$ cat src/rtl/lspc_vram_slot_arbiter.sv
// LSPC VRAM slot arbiter: shares the single 16-bit VRAM port between video fetch and the 68k,
// one slot per CE_3M strobe, with a starvation guard that forces a CPU grant.
module lspc_vram_slot_arbiter #(
    parameter logic [7:0]  VID_SLOT_MASK = 8'b0011_1111,
    parameter int unsigned VRAM_LAT      = 2,
    parameter int unsigned STARVE_LIMIT  = 16
) (
    input  logic        CLK_24MB,
    input  logic        nRESETP,
    input  logic        CE_3M,
    input  logic [2:0]  PIXEL_PH,
    input  logic        VBLANK,
    input  logic        VID_REQ,
    input  logic [15:0] VID_ADDR,
    output logic        VID_ACK,
    output logic [15:0] VID_RDATA,
    output logic        VID_MISS,
    input  logic        CPU_REQ,
    input  logic        CPU_WE,
    input  logic [15:0] CPU_ADDR,
    input  logic [15:0] CPU_WDATA,
    output logic        CPU_ACK,
    output logic [15:0] CPU_RDATA,
    output logic [15:0] VRAM_ADDR,
    output logic        VRAM_WE,
    output logic [15:0] VRAM_WDATA,
    input  logic [15:0] VRAM_RDATA
);

    typedef enum logic [1:0] {
        ST_IDLE  = 2'd0,
        ST_ISSUE = 2'd1,
        ST_WAIT  = 2'd2,
        ST_DONE  = 2'd3
    } state_t;

    state_t      state_r, state_s;
    logic [2:0]  wait_cnt_r, wait_cnt_s;
    logic [7:0]  starve_cnt_r, starve_cnt_s;
    logic        own_cpu_r, cpu_wr_r;
    logic        vid_ack_r, vid_miss_r, cpu_ack_r, vram_we_r;
    logic [15:0] vid_rdata_r, cpu_rdata_r, vram_addr_r, vram_wdata_r;
    logic        strobe_s, vslot_s, starved_s, grant_vid_s, grant_cpu_s, miss_s, capture_s;

    // Slot decision; a strobe that lands while an access is in flight never grants.
    always_comb begin
        strobe_s    = CE_3M & (state_r == ST_IDLE);
        vslot_s     = VID_SLOT_MASK[PIXEL_PH] & ~VBLANK;
        starved_s   = CPU_REQ & ({24'd0, starve_cnt_r} >= STARVE_LIMIT);
        grant_vid_s = strobe_s & vslot_s & VID_REQ & ~starved_s;
        grant_cpu_s = strobe_s & CPU_REQ & ~grant_vid_s;
        miss_s      = strobe_s & vslot_s & VID_REQ & starved_s;
    end

    // Starvation counter: counts lost strobes of a pending CPU request, saturating.
    always_comb begin
        starve_cnt_s = starve_cnt_r;
        if (!CPU_REQ || grant_cpu_s) begin
            starve_cnt_s = 8'd0;
        end else if (strobe_s && (starve_cnt_r != 8'hFF)) begin
            starve_cnt_s = starve_cnt_r + 8'd1;
        end else begin
            starve_cnt_s = starve_cnt_r;
        end
    end

    // Access sequencer next state; DONE is the cycle the grantee ack is visible.
    always_comb begin
        state_s    = state_r;
        wait_cnt_s = wait_cnt_r;
        case (state_r)
            ST_IDLE: begin
                if (grant_vid_s || grant_cpu_s) begin
                    state_s = ST_ISSUE;
                end else begin
                    state_s = ST_IDLE;
                end
            end
            ST_ISSUE: begin
                if (VRAM_LAT > 32'd1) begin
                    state_s    = ST_WAIT;
                    wait_cnt_s = 3'(VRAM_LAT - 32'd2);
                end else begin
                    state_s = ST_DONE;
                end
            end
            ST_WAIT: begin
                if (wait_cnt_r == 3'd0) begin
                    state_s = ST_DONE;
                end else begin
                    wait_cnt_s = wait_cnt_r - 3'd1;
                end
            end
            ST_DONE: state_s = ST_IDLE;
            default: state_s = ST_IDLE;
        endcase
        capture_s = (state_s == ST_DONE);
    end

    // Control state registers.
    always_ff @(posedge CLK_24MB or negedge nRESETP) begin
        if (!nRESETP) begin
            state_r      <= ST_IDLE;
            wait_cnt_r   <= 3'd0;
            starve_cnt_r <= 8'd0;
        end else begin
            state_r      <= state_s;
            wait_cnt_r   <= wait_cnt_s;
            starve_cnt_r <= starve_cnt_s;
        end
    end

    // Datapath: latch grantee at the strobe, drive VRAM in ISSUE, capture and ack at DONE.
    always_ff @(posedge CLK_24MB or negedge nRESETP) begin
        if (!nRESETP) begin
            own_cpu_r    <= 1'b0;
            cpu_wr_r     <= 1'b0;
            vid_ack_r    <= 1'b0;
            vid_miss_r   <= 1'b0;
            cpu_ack_r    <= 1'b0;
            vram_we_r    <= 1'b0;
            vid_rdata_r  <= 16'd0;
            cpu_rdata_r  <= 16'd0;
            vram_addr_r  <= 16'd0;
            vram_wdata_r <= 16'd0;
        end else begin
            vid_ack_r  <= 1'b0;
            cpu_ack_r  <= 1'b0;
            vram_we_r  <= 1'b0;
            vid_miss_r <= miss_s;
            if (grant_vid_s || grant_cpu_s) begin
                own_cpu_r   <= grant_cpu_s;
                cpu_wr_r    <= grant_cpu_s & CPU_WE;
                vram_we_r   <= grant_cpu_s & CPU_WE;
                vram_addr_r <= grant_cpu_s ? CPU_ADDR : VID_ADDR;
                if (grant_cpu_s) begin
                    vram_wdata_r <= CPU_WDATA;
                end
            end
            if (capture_s) begin
                if (own_cpu_r) begin
                    cpu_ack_r <= 1'b1;
                    if (!cpu_wr_r) begin
                        cpu_rdata_r <= VRAM_RDATA;
                    end
                end else begin
                    vid_ack_r   <= 1'b1;
                    vid_rdata_r <= VRAM_RDATA;
                end
            end
        end
    end

    // Strobes must only arrive while the sequencer is idle.
    always_ff @(posedge CLK_24MB) begin
        if (nRESETP && CE_3M) begin
            assert (state_r == ST_IDLE);
        end
    end

    assign VID_ACK    = vid_ack_r;
    assign VID_RDATA  = vid_rdata_r;
    assign VID_MISS   = vid_miss_r;
    assign CPU_ACK    = cpu_ack_r;
    assign CPU_RDATA  = cpu_rdata_r;
    assign VRAM_ADDR  = vram_addr_r;
    assign VRAM_WE    = vram_we_r;
    assign VRAM_WDATA = vram_wdata_r;

endmodule
$ cat config.mk
export PLATFORM = sky130hd
export DESIGN_NAME = lspc_vram_slot_arbiter
export DESIGN_NICKNAME = d
export VERILOG_FILES = /design/src/rtl/lspc_vram_slot_arbiter.sv
export SDC_FILE = /design/constraint.sdc
export NUM_CORES = 1
export LEC_CHECK = 0
export ABC_AREA = 0
export BUFFER_PORTS_ARGS = -buffer_cell sky130_fd_sc_hd__buf_2
export CAP_MARGIN = 40
export CELL_PAD_IN_SITES_DETAIL_PLACEMENT = 0
export CELL_PAD_IN_SITES_GLOBAL_PLACEMENT = 1
export CORE_MARGIN = 10
export CORE_UTILIZATION = 40
export DETAILED_ROUTE_END_ITERATION = 6
export GPL_ROUTABILITY_DRIVEN = 0
export GPL_TIMING_DRIVEN = 0
export PLACE_DENSITY = 0.86
export RECOVER_POWER = 100
export SETUP_SLACK_MARGIN = 0.4
export SLEW_MARGIN = 20
export SYNTH_ARGS = -nofsm -noshare
export SYNTH_HDL_FRONTEND = slang
export SYNTH_SLANG_ARGS = --single-unit
$ cat constraint.sdc
create_clock -name CLK_24MB -period 3.75 [get_ports CLK_24MB]
set_clock_uncertainty 0.05 [all_clocks]
set_input_delay 0.1875 -clock CLK_24MB [delete_from_list [all_inputs] [get_ports CLK_24MB]]
set_output_delay 0.1875 -clock CLK_24MB [all_outputs]
set_load 0.05 [all_outputs]
==> results.yml <==
clocking:
  cts_buffers: 9
  htree_levels: 3
  clock-sinks: 83
  clock_path_buffers: 2
  clock_latency_ns: 0.35
  cts_tree: "yes"
  clk_pin_slew_ns: 0.08
  cts_root_buf: "clkbuf_8"
  cts_resized: 0
power_and_ir_drop:
  vdd_drop_max_uv: 490
  p_leak_nw: 2.09
  powerDensity_nw_per_um2: 1000
synth:
  netlist.area_leader.share_pct: 59.5
  synth_common_cells: "dfrtp_1, mux2_2, inv_1"
  syn_nets: 334
  postSynthCellCount: 253
  synth_edf_count: 0
  synth.avg_cell_area_sq_um: 13.8
  synth.most_common_cell: "dfrtp_1"
  async_flop_share_pct: 100
  ys_seq_elements: 83
  ys_warn_count: 0
  synth_flop_cell: "dfrtp_1"
  yosysTopAreaCell: "dfrtp_1"
  synth.area.top_cells: "dfrtp_1, mux2_2, mux2_4, a22o_1, ha_1"
  ys_types: 39
  seq_area_frac_synth_pct: 59.5
  synth_area_sq_um: 3490
timing:
  fin_crit_sh_pct: 73.7
  fmax_mhz: 362
  worstMarginPinSlew_ns: 2.42
  finalMaxSlewViolations: 44
  fin_setup_tns_ns: 0
  hold_violations: 0
  period_minus_slack_ns: 2.77
  rsz0062_at_grt: "no"
  setup_viol: 0
  slew-limit-headroom_pct: -61.4
drt:
  via_per_inst: 4.80
  wl_per_cell_um: 16.7
  vias: 2546
  drt-pass1-iter-count: 4
  drt-initial-drc-count: 73
  wirelength_mm: 8.85
  ant_nets: 0
  drc: 0
worst_hold_path:
  hold_start: "CPU_WDATA[6]"
  worstHoldPathType: "in2reg"
  hold_path_end: "VRAM_WDATA[6]"
  hold-path-cell-count: 2
critical_path:
  path_class: "reg2reg"
  crit_required_ns: 3.92
  crit_fanout: 10
  reg2regPathDepth: 7
  arrival_ns: 2.94
  r2r_slack_ns: 0.98
  timing.rr.end: "VID_RDATA[11]"
  rr_startpoint: "state_r[0]"
  start_kind: "register"
  endpoint_kind: "register"
floorplanning:
  die_area_sq_um: 12900
  fp.dieH_um: 113
  num_rows: 34
  fp.coreArea_sq_um: 8590
  start_util_pct: 40.7
  ios: 142
  die_w_um: 113
placed_design:
  dp_hpwl_mm: 6.92
  dp.cells: 502
  port-buffer-count: 140
job:
  maxCapViolCount: 1
global_route:
  grt_pass1_vias: 2779
  grt-ovfl-total: 0
  antenna_found_initial: 0
  grt_pass1_wl_mm: 14.1
  grt_start_max_net_pins: 45
  track_usage_pct: 13.5
status:
  violations: "max-capacitance violations, max-slew violations"
  status: "complete, but fails checks"
finish:
  area_delta_synth_final_pct: 28.2
  diodes: 0
  drive_gt1_share_pct: 30.1
  final_cells: 530
  fin_nets: 498
==> layout by cell type (no fill, tap or decap), drive strengths merged, types with 6 or more instances in the layout <==
cell         count
clkbuf          86
dfrtp           83
buf             75
mux2            49
inv             13
a21oi           12
dlygate4sd3     12
nor2            11
a21o            11
a22o            11
nand2            7
ha               7
o21ai            7
o22ai            6
==> worst max-delay path, cell delays in order (launching register included) <==
cell and delay (ns):
dfrtp_1 0.40, inv_1 0.08, ha_1 0.27, nand4b_1 0.23, o21a_1 0.31, a21oi_1 0.71, buf_6 0.25, mux2_2 0.34
==> registers in the layout (all words and copies together), names as in the netlist, 2 cells and up <==
| signal | flops |
|---|---|
| CPU_RDATA | 16 |
| VRAM_WDATA | 16 |
| state_r | 2 |
| starve_cnt_r | 8 |
| VID_RDATA | 16 |
| wait_cnt_r | 3 |
| VRAM_ADDR | 16 |
==> worst max-delay path by stage <==
stage	start	to	slack, ns
2_1_floorplan	state_r[0]	VID_RDATA[10]	1.70
3_3_place_gp	state_r[0]	VID_RDATA[6]	1.40
3_5_place_dp	state_r[0]	VID_RDATA[8]	1.36
4_1_cts	state_r[0]	VID_RDATA[11]	1.36
5_1_grt	state_r[0]	VID_RDATA[9]	0.76
6_report	state_r[0]	VID_RDATA[11]	0.98
==> routing by layer <==
layer	share of wire, %	track usage [%]	wire [um]	up-vias
li1	-	-	-	1222
met1	38	14.1	3320	1247
met2	55	24.6	4870	63
met3	5.3	4.25	471	14
met4	2.1	5.08	182	0
met5	0	0	0	-
==> cell type report <==
type | instances | area, sq um
Fill cell | 826 | 4120
Sequential cell | 83 | 2080
Multi-Input combinational cell | 149 | 1220
Timing Repair Buffer | 153 | 754
Clock buffer | 12 | 145
Tap cell | 108 | 135
Clock inverter | 4 | 50.0
Inverter | 13 | 48.8
Buffer | 8 | 46.3
==> cells by family (layout without fill, tap and decap cells) <==
logic type               Yosys count  after routing  synth area share (%)
AND/OR/NAND/NOR                   38             38                  6.41
adder cells (fa/ha/maj)            7              7                  2.51
XOR/XNOR                           2              2                 0.502
buffers and inverters             21            190                  3.15
multiplexers                      50             50                  17.2
AO/OA/AOI/OAI                     52             52                  10.8
flip-flops                        83             83                  59.5
==> stage by stage <==
stage	total power [mW]	hold slack, ns	utilization, %	worst slack (ns)	cell area, sq um
after floorplan	3.43	-0.158	-	1.70	3490
after global placement	4.01	0.336	50.4	1.40	4330
after detailed placement	4.07	0.173	50.6	1.36	4350
after CTS	4.72	0.0000252	54.3	1.36	4670
after global routing	4.73	0.00122	52.1	0.759	4480
final	4.49	0.00634	52.1	0.985	4480
==> repair_timing <==
item	in CTS	in global routing
hold buffers	12	0
endpoints found under the hold margin	54	0
buffers inserted	0	0
==> power by group <==
| group | internal, mW | leakage [nW] | total (mW) | switching, mW |
|---|---|---|---|---|
| logic | 0.605 | 0.988 | 2.38 | 1.78 |
| clock network | 0.326 | 0.0926 | 0.636 | 0.311 |
| registers | 1.28 | 1.01 | 1.47 | 0.196 |
No activity file was read; power rests on OpenSTA's default activity.
